[src/rtl/traffic_phase_ctrl_if.sv]
`default_nettype none
// ============================================================================
//  Module      : traffic_phase_ctrl_if
//  Description : Signal bundle for the N-phase intersection controller.
//                Carries the control inputs (mode, left_en, hold, emerg) and
//                the registered light/status outputs.
//                master modport : the side that drives the controls
//                slave  modport : the controller itself
//  Ports       : mode[1:0], left_en[NUM_PHASES], hold, emerg      (to slave)
//                phase_idx[PW], sub_state[3], cnt[TW],
//                left_green/green/yellow/red[NUM_PHASES],
//                emerg_active                                      (from slave)
//  Revision    : 1.0 - initial release
// ============================================================================
interface traffic_phase_ctrl_if #(
   parameter int NUM_PHASES = 4,
   parameter int TW         = 8
);
   localparam int PW = (NUM_PHASES > 1) ? $clog2(NUM_PHASES) : 1;

   logic [1:0]            mode;
   logic [NUM_PHASES-1:0] left_en;
   logic                  hold;
   logic                  emerg;

   logic [PW-1:0]         phase_idx;
   logic [2:0]            sub_state;
   logic [TW-1:0]         cnt;
   logic [NUM_PHASES-1:0] left_green;
   logic [NUM_PHASES-1:0] green;
   logic [NUM_PHASES-1:0] yellow;
   logic [NUM_PHASES-1:0] red;
   logic                  emerg_active;

   modport master (
      output mode, left_en, hold, emerg,
      input  phase_idx, sub_state, cnt, left_green, green, yellow, red,
             emerg_active
   );

   modport slave (
      input  mode, left_en, hold, emerg,
      output phase_idx, sub_state, cnt, left_green, green, yellow, red,
             emerg_active
   );
endinterface
`default_nettype wire

[src/rtl/traffic_phase_ctrl.sv]
`default_nettype none
// ============================================================================
//  Module      : traffic_phase_ctrl
//  Description : Round-robin N-phase signal controller. Each phase runs
//                LEFT (optional, per left_en) -> GO -> YELLOW -> ALLRED with
//                durations from a mode-selected table latched at phase start.
//                hold freezes state and timer; emerg forces a safe path to
//                all-red (PREEMPT) and overrides hold.
//  Ports       : clk   - clock
//                rst_n - synchronous active-low reset
//                bus   - traffic_phase_ctrl_if.slave (controls in, lights out)
//  Revision    : 1.0 - initial release
// ============================================================================
module traffic_phase_ctrl #(
   parameter int NUM_PHASES = 4,
   parameter int TW         = 8,
   parameter int T_LEFT_M0  = 15,
   parameter int T_GO_M0    = 25,
   parameter int T_LEFT_M1  = 25,
   parameter int T_GO_M1    = 45,
   parameter int T_LEFT_M2  = 35,
   parameter int T_GO_M2    = 60,
   parameter int T_YELLOW   = 5,
   parameter int T_ALLRED   = 2
) (
   input wire                   clk,
   input wire                   rst_n,
   traffic_phase_ctrl_if.slave  bus
);

   localparam int PW = (NUM_PHASES > 1) ? $clog2(NUM_PHASES) : 1;

   // Durations zero-extended to the timer width.
   localparam logic [TW-1:0] c_t_left_m0 = TW'(T_LEFT_M0);
   localparam logic [TW-1:0] c_t_go_m0   = TW'(T_GO_M0);
   localparam logic [TW-1:0] c_t_left_m1 = TW'(T_LEFT_M1);
   localparam logic [TW-1:0] c_t_go_m1   = TW'(T_GO_M1);
   localparam logic [TW-1:0] c_t_left_m2 = TW'(T_LEFT_M2);
   localparam logic [TW-1:0] c_t_go_m2   = TW'(T_GO_M2);
   localparam logic [TW-1:0] c_t_yellow  = TW'(T_YELLOW);
   localparam logic [TW-1:0] c_t_allred  = TW'(T_ALLRED);
   localparam logic [TW-1:0] c_cnt_one   = TW'(1);

   localparam logic [PW-1:0]         c_last_phase = PW'(NUM_PHASES - 1);
   localparam logic [PW-1:0]         c_phase_one  = PW'(1);
   localparam logic [NUM_PHASES-1:0] c_phase_bit0 = NUM_PHASES'(1);

   typedef enum logic [2:0] {
      ST_INIT    = 3'd0,
      ST_LEFT    = 3'd1,
      ST_GO      = 3'd2,
      ST_YELLOW  = 3'd3,
      ST_ALLRED  = 3'd4,
      ST_PREEMPT = 3'd5
   } state_e;

   // -------------------------------------------------------------------------
   // Registers
   // -------------------------------------------------------------------------
   state_e                state_q,        state_d;
   logic [PW-1:0]         phase_q,        phase_d;
   logic [TW-1:0]         cnt_q,          cnt_d;
   logic [1:0]            mode_q,         mode_d;
   logic                  emerg_active_q, emerg_active_d;
   logic [NUM_PHASES-1:0] left_green_q,   left_green_d;
   logic [NUM_PHASES-1:0] green_q,        green_d;
   logic [NUM_PHASES-1:0] yellow_q,       yellow_d;
   logic [NUM_PHASES-1:0] red_q,          red_d;

   // -------------------------------------------------------------------------
   // Helpers
   // -------------------------------------------------------------------------
   function automatic logic [TW-1:0] f_left_dur(input logic [1:0] m);
      case (m)
         2'd1:    f_left_dur = c_t_left_m1;
         2'd2:    f_left_dur = c_t_left_m2;
         default: f_left_dur = c_t_left_m0;
      endcase
   endfunction

   function automatic logic [TW-1:0] f_go_dur(input logic [1:0] m);
      case (m)
         2'd1:    f_go_dur = c_t_go_m1;
         2'd2:    f_go_dur = c_t_go_m2;
         default: f_go_dur = c_t_go_m0;
      endcase
   endfunction

   logic [1:0]            w_mode_in;
   logic [PW-1:0]         w_next_phase;
   logic [PW-1:0]         w_start_phase;
   logic                  w_start_left;
   logic                  w_freeze;
   logic                  w_last;
   logic                  w_begin_phase;
   logic [NUM_PHASES-1:0] w_phase_bit;

   // Mode 3 is folded into mode 0 before it is ever stored.
   assign w_mode_in    = (bus.mode == 2'd3) ? 2'd0 : bus.mode;
   // Explicit wrap so non-power-of-two phase counts work.
   assign w_next_phase = (phase_q == c_last_phase) ? '0 : (phase_q + c_phase_one);
   // INIT starts the current phase (0); ALLRED expiry starts the next one.
   assign w_start_phase = (state_q == ST_INIT) ? phase_q : w_next_phase;
   assign w_start_left  = bus.left_en[w_start_phase];
   // emerg always overrides hold.
   assign w_freeze = bus.hold & ~bus.emerg;
   // Treating 0 like 1 guarantees the timer can never wrap below zero.
   assign w_last   = (cnt_q <= c_cnt_one);

   // -------------------------------------------------------------------------
   // Next-state / next-output logic
   // -------------------------------------------------------------------------
   always_comb begin
      state_d        = state_q;
      phase_d        = phase_q;
      cnt_d          = cnt_q;
      mode_d         = mode_q;
      emerg_active_d = emerg_active_q;
      w_begin_phase  = 1'b0;

      case (state_q)
         ST_INIT: begin
            // emerg is not examined here; the first LEFT/GO cycle reacts.
            w_begin_phase = 1'b1;
         end

         ST_LEFT, ST_GO: begin
            if (bus.emerg) begin
               state_d        = ST_YELLOW;
               cnt_d          = c_t_yellow;
               emerg_active_d = 1'b1;
            end else if (!bus.hold) begin
               if (!w_last) begin
                  cnt_d = cnt_q - c_cnt_one;
               end else if (state_q == ST_LEFT) begin
                  // GO keeps using the mode latched at phase start.
                  state_d = ST_GO;
                  cnt_d   = f_go_dur(mode_q);
               end else begin
                  state_d = ST_YELLOW;
                  cnt_d   = c_t_yellow;
               end
            end
         end

         ST_YELLOW: begin
            if (!w_freeze) begin
               if (!w_last) begin
                  cnt_d = cnt_q - c_cnt_one;
               end else begin
                  state_d = ST_ALLRED;
                  cnt_d   = c_t_allred;
               end
            end
         end

         ST_ALLRED: begin
            if (!w_freeze) begin
               if (!w_last) begin
                  cnt_d = cnt_q - c_cnt_one;
               end else if (bus.emerg) begin
                  state_d        = ST_PREEMPT;
                  cnt_d          = '0;
                  emerg_active_d = 1'b1;
               end else begin
                  w_begin_phase = 1'b1;
               end
            end
         end

         ST_PREEMPT: begin
            // Held purely by emerg; hold has no effect here.
            cnt_d = '0;
            if (!bus.emerg) begin
               state_d = ST_ALLRED;
               cnt_d   = c_t_allred;
            end
         end

         default: begin
            state_d = ST_INIT;
            cnt_d   = '0;
         end
      endcase

      // Phase start: latch mode, sample left_en, choose first sub-state.
      if (w_begin_phase) begin
         phase_d        = w_start_phase;
         mode_d         = w_mode_in;
         emerg_active_d = 1'b0;
         if (w_start_left) begin
            state_d = ST_LEFT;
            cnt_d   = f_left_dur(w_mode_in);
         end else begin
            state_d = ST_GO;
            cnt_d   = f_go_dur(w_mode_in);
         end
      end

      // Lights are decoded from the next state so they come straight from flops.
      w_phase_bit  = c_phase_bit0 << phase_d;
      left_green_d = (state_d == ST_LEFT)   ? w_phase_bit : '0;
      green_d      = (state_d == ST_GO)     ? w_phase_bit : '0;
      yellow_d     = (state_d == ST_YELLOW) ? w_phase_bit : '0;
      red_d        = ~(left_green_d | green_d | yellow_d);
   end

   // -------------------------------------------------------------------------
   // State register
   // -------------------------------------------------------------------------
   always_ff @(posedge clk) begin
      if (!rst_n) begin
         state_q        <= ST_INIT;
         phase_q        <= '0;
         cnt_q          <= '0;
         mode_q         <= 2'd0;
         emerg_active_q <= 1'b0;
         left_green_q   <= '0;
         green_q        <= '0;
         yellow_q       <= '0;
         red_q          <= '1;
      end else begin
         state_q        <= state_d;
         phase_q        <= phase_d;
         cnt_q          <= cnt_d;
         mode_q         <= mode_d;
         emerg_active_q <= emerg_active_d;
         left_green_q   <= left_green_d;
         green_q        <= green_d;
         yellow_q       <= yellow_d;
         red_q          <= red_d;
      end
   end

   // -------------------------------------------------------------------------
   // Outputs
   // -------------------------------------------------------------------------
   assign bus.phase_idx    = phase_q;
   assign bus.sub_state    = state_q;
   assign bus.cnt          = cnt_q;
   assign bus.left_green   = left_green_q;
   assign bus.green        = green_q;
   assign bus.yellow       = yellow_q;
   assign bus.red          = red_q;
   assign bus.emerg_active = emerg_active_q;

endmodule
`default_nettype wire

[src/flat_wrapper.sv]
// flat-port wrapper written by rule: the top's interface ports become plain ports
module traffic_phase_ctrl_flat 
#(
   parameter int NUM_PHASES = 4,
   parameter int TW         = 8,
   parameter int T_LEFT_M0  = 15,
   parameter int T_GO_M0    = 25,
   parameter int T_LEFT_M1  = 25,
   parameter int T_GO_M1    = 45,
   parameter int T_LEFT_M2  = 35,
   parameter int T_GO_M2    = 60,
   parameter int T_YELLOW   = 5,
   parameter int T_ALLRED   = 2
)
  (clk, rst_n, bus_mode, bus_left_en, bus_hold, bus_emerg, bus_phase_idx, bus_sub_state, bus_cnt, bus_left_green, bus_green, bus_yellow, bus_red, bus_emerg_active);
  traffic_phase_ctrl_if #(.NUM_PHASES(NUM_PHASES), .TW(TW)) bus_i ();
  input wire clk;
  input wire rst_n;
  input wire logic [$bits(bus_i.mode)-1:0] bus_mode;
  input wire logic [$bits(bus_i.left_en)-1:0] bus_left_en;
  input wire logic [$bits(bus_i.hold)-1:0] bus_hold;
  input wire logic [$bits(bus_i.emerg)-1:0] bus_emerg;
  output wire logic [$bits(bus_i.phase_idx)-1:0] bus_phase_idx;
  output wire logic [$bits(bus_i.sub_state)-1:0] bus_sub_state;
  output wire logic [$bits(bus_i.cnt)-1:0] bus_cnt;
  output wire logic [$bits(bus_i.left_green)-1:0] bus_left_green;
  output wire logic [$bits(bus_i.green)-1:0] bus_green;
  output wire logic [$bits(bus_i.yellow)-1:0] bus_yellow;
  output wire logic [$bits(bus_i.red)-1:0] bus_red;
  output wire logic [$bits(bus_i.emerg_active)-1:0] bus_emerg_active;
  assign bus_i.mode = bus_mode;
  assign bus_i.left_en = bus_left_en;
  assign bus_i.hold = bus_hold;
  assign bus_i.emerg = bus_emerg;
  assign bus_phase_idx = bus_i.phase_idx;
  assign bus_sub_state = bus_i.sub_state;
  assign bus_cnt = bus_i.cnt;
  assign bus_left_green = bus_i.left_green;
  assign bus_green = bus_i.green;
  assign bus_yellow = bus_i.yellow;
  assign bus_red = bus_i.red;
  assign bus_emerg_active = bus_i.emerg_active;
  traffic_phase_ctrl #(.NUM_PHASES(NUM_PHASES), .TW(TW), .T_LEFT_M0(T_LEFT_M0), .T_GO_M0(T_GO_M0), .T_LEFT_M1(T_LEFT_M1), .T_GO_M1(T_GO_M1), .T_LEFT_M2(T_LEFT_M2), .T_GO_M2(T_GO_M2), .T_YELLOW(T_YELLOW), .T_ALLRED(T_ALLRED)) u_core (.clk(clk), .rst_n(rst_n), .bus(bus_i));
endmodule
[config.mk]
export PLATFORM = sky130hd
export DESIGN_NAME = traffic_phase_ctrl_flat
export DESIGN_NICKNAME = d
export VERILOG_FILES = /design/src/rtl/traffic_phase_ctrl_if.sv /design/src/rtl/traffic_phase_ctrl.sv /design/src/flat_wrapper.sv
export SDC_FILE = /design/constraint.sdc
export NUM_CORES = 1
export LEC_CHECK = 0
export ABC_AREA = 1
export BUFFER_PORTS_ARGS = -buffer_cell sky130_fd_sc_hd__buf_4
export CORE_MARGIN = 8
export CORE_UTILIZATION = 32
export CTS_CLUSTER_DIAMETER = 80
export CTS_CLUSTER_SIZE = 10
export DETAILED_ROUTE_END_ITERATION = 12
export PLACE_DENSITY = 0.51
export SETUP_SLACK_MARGIN = 0.05
export SLEW_MARGIN = 10
export SYNTH_ARGS = -nofsm -noshare
export SYNTH_HDL_FRONTEND = slang
export SYNTH_SLANG_ARGS = --single-unit
[constraint.sdc]
create_clock -name clk -period 2.2 [get_ports clk]
set_input_delay 0.44 -clock clk [delete_from_list [all_inputs] [get_ports clk]]
set_output_delay 0.44 -clock clk [all_outputs]
set_load 0.05 [all_outputs]
Yosys cells after proc, flatten, opt, wreduce, memory -nomap -nowiden
Index checks and enable logic that the tools add are counted.
{ "word_totals": {"register_bits": 32, "inputBits": 10, "out_inout_bits": 30, "elab_cells": 93} }
{ "op_classes": {"n_addsub": 2, "order_cmp": 2, "eq_ne": 21, "shift": 1, "muxes": 46, "n_bitwise": 6, "n_reduce_logical": 6} }
{ "op_table": {"columns": ["operator", "n"], "rows": [
  ["8-bit 2-to-1 mux", 10],
  ["8-bit case mux with 5 select lines", 1],
  ["6-bit case mux with 2 select lines", 3],
  ["3-bit 2-to-1 mux", 10],
  ["3-bit case mux with 5 select lines", 1],
  ["3-bit by 2-bit equality test with 1-bit output (second input constant)", 4],
  ["2-bit 2-to-1 mux", 6],
  ["4-bit 2-to-1 mux", 3],
  ["2-bit equality test (second input constant)", 4],
  ["8-bit by 1-bit <= comparator with 1-bit output (second input constant)", 1],
  ["1-bit 2-to-1 mux", 8],
  ["4-bit OR", 2],
  ["8-bit by 1-bit subtractor with 8-bit output (second input constant)", 1],
  ["3-bit by 1-bit equality test with 1-bit output (second input constant)", 2],
  ["3-bit equality test (second input constant)", 2],
  ["6-bit 2-to-1 mux", 1],
  ["3-bit != test (second input constant)", 2],
  ["5-bit AND reduction", 1],
  ["2-bit by 1-bit equality test with 1-bit output (second input constant)", 2],
  ["2-bit by 1-bit != test with 1-bit output (second input constant)", 2],
  ["4-bit by 3-bit != test with 1-bit output (second input constant)", 1],
  ["4-bit != test (second input constant)", 1],
  ["4-bit NOT", 1],
  ["1-bit case mux with 2 select lines", 2],
  ["other kinds (11)", 13]
]} }

Logic depth before layout (Yosys ltp)
{ "depth": {"word_depth": 12, "ltp_mapped": 15, "ltp_nobuf": 14} }

Least setup slack after synthesis
No wires, ideal clock.
{ "synth_path": {"path_type": "register to register", "start": "register u_core.cnt_q[0] (netlist: u_core.bus.cnt[0])", "end": "register u_core.red_q[0] (netlist: u_core.bus.red[0])", "t_arrival_ns": 1.983, "t_required_ns": 2.081, "setup_slack_ns": 0.099, "stages_incl_launch_ff": 14, "n_path_buf": 1, "period_less_slack_ns": 2.101, "path_cell_list": "dfxtp_1 > inv_1 > ha_1 > nor2_1 > nor2_1 > nand2_1 > buf_2 > nand2_1 > nand3_1 > nand2_1 > nand2_1 > nor2_4 > o21bai_4 > nand2_1"} }
{ "synth_between": {"elab_chain_len": 11, "word_cells_on_any_way": 24, "cone_classes": "order compare (1); eq/ne (3); shift (1); mux (16); bitwise (3)"} }
{ "synth_rtl": {"columns": ["element", "line", "source"], "rows": [
  ["start: declaration", "traffic_phase_ctrl.sv:62", "logic [TW-1:0] cnt_q, cnt_d;"],
  ["start signal: assignment", "traffic_phase_ctrl.sv:225", "cnt_q <= cnt_d;"],
  ["8-bit by 1-bit <= comparator with 1-bit output *", "traffic_phase_ctrl.sv:108", "assign w_last = (cnt_q <= c_cnt_one);"],
  ["3-bit 2-to-1 mux", "traffic_phase_ctrl.sv:133", "if (!w_last) begin"],
  ["3-bit 2-to-1 mux", "traffic_phase_ctrl.sv:132", "end else if (!bus.hold) begin"],
  ["3-bit 2-to-1 mux", "traffic_phase_ctrl.sv:128", "if (bus.emerg) begin"],
  ["3-bit case mux with 5 select lines", "traffic_phase_ctrl.sv:121", "case (state_q)"],
  ["3-bit 2-to-1 mux", "traffic_phase_ctrl.sv:187", "if (w_begin_phase) begin"],
  ["3-bit by 1-bit equality test with 1-bit output or 3-bit by 2-bit equality test with 1-bit output (tied branches)", "traffic_phase_ctrl.sv:202, traffic_phase_ctrl.sv:203", null],
  ["4-bit 2-to-1 mux (on tied branches)", "traffic_phase_ctrl.sv:202, traffic_phase_ctrl.sv:203", null],
  ["4-bit OR", "traffic_phase_ctrl.sv:205", "red_d = ~(left_green_d | green_d | yellow_d);"],
  ["4-bit OR *", "traffic_phase_ctrl.sv:205", null],
  ["4-bit NOT *", "traffic_phase_ctrl.sv:205", null],
  ["end signal: assignment", "traffic_phase_ctrl.sv:231", "red_q <= red_d;"],
  ["end: declaration", "traffic_phase_ctrl.sv:68", "logic [NUM_PHASES-1:0] red_q, red_d;"]
]} }
Mark *: on every way between the ends. The rest lies on a longest branch, timed or not.
A chain may end at the register's enable or synchronous reset.

Worst setup path in the final report
Same ends and word-level chain as after synthesis.

==> flow_metrics.py <==
metrics = {
    "routing": {
        "detail-route-antenna-nets": 0,
        "drt_wl_total_um": 4980,
        "drc": 0,
        "via_per_inst": 4.68,
        "via_count": 1815,
        "drt_iter0_markers": 85,
        "dr.pass1.iters": 4,
        "wire_per_inst_um": 12.8,
    },
    "timing": {
        "rsz0062_at_grt": "false",
        "hold_ws_ns": 0.482,
        "skew_ns": 0.00685,
        "tns_ns": 0,
        "max_freq_mhz": 508,
        "worstMarginPinSlew_ns": 0.510,
        "min_period_ns": 1.97,
        "slew_headroom": 0.657,
        "finalSetupViolations": 0,
        "hold_viol": 0,
        "finalMaxSlewViolations": 0,
        "min_period_over_period": 0.894,
    },
    "placed_design": {
        "numPortBuffers": 39,
        "dp.final_hpwl_um": 3920,
        "place_congestion": 0.830,
        "dp.cells": 380,
    },
    "synthesis": {
        "synth_top_area_frac": 0.341,
        "yosysSeqAreaShare": 0.341,
        "yosysTopAreaCell": "dfxtp_1",
        "yosysMostFrequentCell": "nand2_1",
        "synth.distinct_cells": 30,
        "syn_inst": 267,
        "ys.flop_type": "dfxtp_1",
        "ys_warn_count": 0,
        "async_flop_share": 0,
        "syn-num-nets": 285,
        "synth_edf_count": 0,
        "syn-cell-area_um2": 1880,
        "syn_area_per_cell_um2": 7.04,
        "ys_ff_latch": 32,
        "synth_area_leaders": "dfxtp_1, nand2_1, nor2_1",
        "ys_top_cells_by_count": "nand2_1, nor2_1, inv_1",
    },
    "clocking": {
        "cts_root_buf": "clkbuf_8",
        "cts_buffers": 5,
        "clk_latency_ns": 0.28,
        "hold_buffers": 0,
        "cts_tree": "yes",
        "ctsLongestPathBuffers": 2,
        "numClockSinks": 32,
        "clkTransAtPathRegs_ns": 0.07,
        "htreeDepth": 2,
    },
    "finish": {
        "finish.net_count": 330,
        "fin_cells": 388,
        "utilization": 0.410,
        "layout-drive-gt1-share": 0.265,
        "syn_to_final_growth_pct": 26.9,
        "antennaDiodeCount": 0,
        "fillCellCount": 642,
    },
    "power_and_ir_drop": {
        "p_clk_frac": 0.128,
        "power.leakage_nw": 1.19,
        "intPower_mw": 1.99,
        "p_seq_frac": 0.210,
        "ir_worst_vdd_mv": 0.757,
        "power_frac_comb": 0.661,
        "p_per_area_nw_per_um2": 1810,
        "power.switching_mw": 2.33,
        "swShare": 0.538,
    },
    "die": {
        "initial_utilization": 0.323,
        "fp-row-count": 28,
        "chipHeight_um": 92.7,
        "dieArea_um2": 8590,
        "core_um2": 5820,
        "io-pin-count": 40,
        "die_w_um": 92.7,
    },
    "worst_setup_path": {
        "r2r_start": "u_core.bus.cnt[0]$_SDFFE_PN0P_",
        "worstSetupPathType": "reg2reg",
        "critPathTopFamily": "simple AND/OR/NAND/NOR gates",
        "critPathMaxStageDelay_ns": 0.35,
        "critPathCaptureType": "flip-flop",
        "crit_path_start": "u_core.bus.cnt[0]$_SDFFE_PN0P_",
        "crit_chain": "inv_1 -> ha_2 -> inv_1 -> nand2_1 -> nand2_2 -> nor2_8 -> nand4_4 -> nand2_8 -> nand2_1 -> o21ai_2 -> nand3_1 -> inv_1 -> nand2_1",
        "required_ns": 2.36,
        "slowest_stage": "dfxtp_1",
        "crit_path_start_kind": "flip-flop",
        "critPathArrivalTime_ns": 2.13,
        "critPathBufInv": 3,
        "cp_max_fo": 14,
    },
    "outcome": {
        "outcome": "finished clean",
    },
    "global_routing": {
        "grt_first_pass_wirelength_um": 8020,
        "antenna_found_initial": 0,
        "globalRouteOverflowTotal": 0,
        "grt_max_degree": 15,
        "grt_usage": 0.115,
        "grt_pass1_vias": 1673,
    },
    "worst_hold_path": {
        "holdCritPathClass": "reg2reg",
        "worstHoldStart": "u_core.mode_q[1]$_SDFFE_PN0N_",
    },
    "job": {
        "cap_violations": 0,
    },
}
power groups by stage:
stage | clock (mW) | sequential (mW) | combinational, mW
2_1_floorplan | 0 | 1.46 | 1.64
3_3_place_gp | 0 | 0.921 | 2.86
3_5_place_dp | 0 | 0.917 | 2.85
4_1_cts | 0.570 | 0.910 | 2.86
5_1_grt | 0.599 | 0.939 | 3.13
6_report | 0.555 | 0.908 | 2.86
sequential cells by signal, summed over array words and instances (netlist names):
register	flops
u_core.mode_q	2
u_core.bus.red	4
u_core.bus.yellow	4
u_core.bus.left_green	4
u_core.bus.cnt	8
u_core.bus.phase_idx	2
u_core.bus.sub_state	3
u_core.bus.emerg_active	1
u_core.bus.green	4
worst reg2reg max path: cells and delay by family, from the launching register on:
kind                       cells  cell delay [ns]
AOI/OAI and AO/OA              1             0.09
buffers and inverters          3             0.24
adders and majority gates      1             0.24
and+or+nand+nor                8             0.94
DFF                            1             0.35
through the flow:
step	cell area [um^2]	power, mW	worst slack, ns
4_1_cts	2370	4.34	0.144
6_report	2390	4.32	0.233
3_5_place_dp	2260	3.76	0.175
5_1_grt	2390	4.67	0.0530
2_1_floorplan	1880	3.10	0.0986
3_3_place_gp	2260	3.78	0.217
final cells by class:
class                   instances  area, um^2  area share
inverters                      40         153      0.0640
well taps                      75        93.8      0.0393
multi-input cells             191        1080       0.451
repair buffers                 42         315       0.132
clock buffers                   6        72.6      0.0304
clock inverters                 2        35.0      0.0147
flip-flops and latches         32         641       0.268
routing by layer:
metal,GRT usage,share of wire,vias to the layer above
met2,0.181,0.44,49
met3,0.0396,0.065,2
met5,0,0,-
met1,0.148,0.49,814
li1,-,-,950
met4,0.0282,0.0054,0
cell families after synthesis:
family	Yosys count	share of synthesized area
flip-flops	32	0.341
AND/OR/NAND/NOR	138	0.371
XOR/XNOR	1	0.00466
AO/OA/AOI/OAI	44	0.136
buffers and inverters	44	0.0945
adder cells (fa/ha/maj)	8	0.0532
final timing paths:
kind | endpoint | slack, ns | cells past startpoint
worst min register to register | u_core.mode_q[1]$_SDFFE_PN0N_ | 0.48 | 2
worst max-delay path | u_core.bus.red[0]$_SDFF_PN1_ | 0.23 | 13
worst min-delay path | u_core.mode_q[1]$_SDFFE_PN0N_ | 0.48 | 2
worst max register to register | u_core.bus.red[0]$_SDFF_PN1_ | 0.23 | 13
cell usage in the layout, fill, tap and decap left out, types with 4 or more instances in the layout:
cell type,synthesis,routed
o21ai_0,20,20
ha_1,8,7
a21oi_1,12,12
nor2_1,35,34
nor2_4,4,4
inv_2,5,5
nand2_1,50,50
nand3_1,22,22
clkbuf_8,0,5
nand4_1,5,5
dfxtp_1,32,32
nand2_2,8,8
nand3_2,4,4
buf_4,0,42
inv_1,34,34
what timing repair did:
| action | in CTS | in global routing |
|---|---|---|
| endpoints found under the hold margin | 0 | 0 |
| resized for setup | 0 | 3 |
| endpoints found under the setup margin | 0 | 16 |
| buffers inserted | 0 | 0 |
Note: power is estimated with default switching activity, not from simulation.
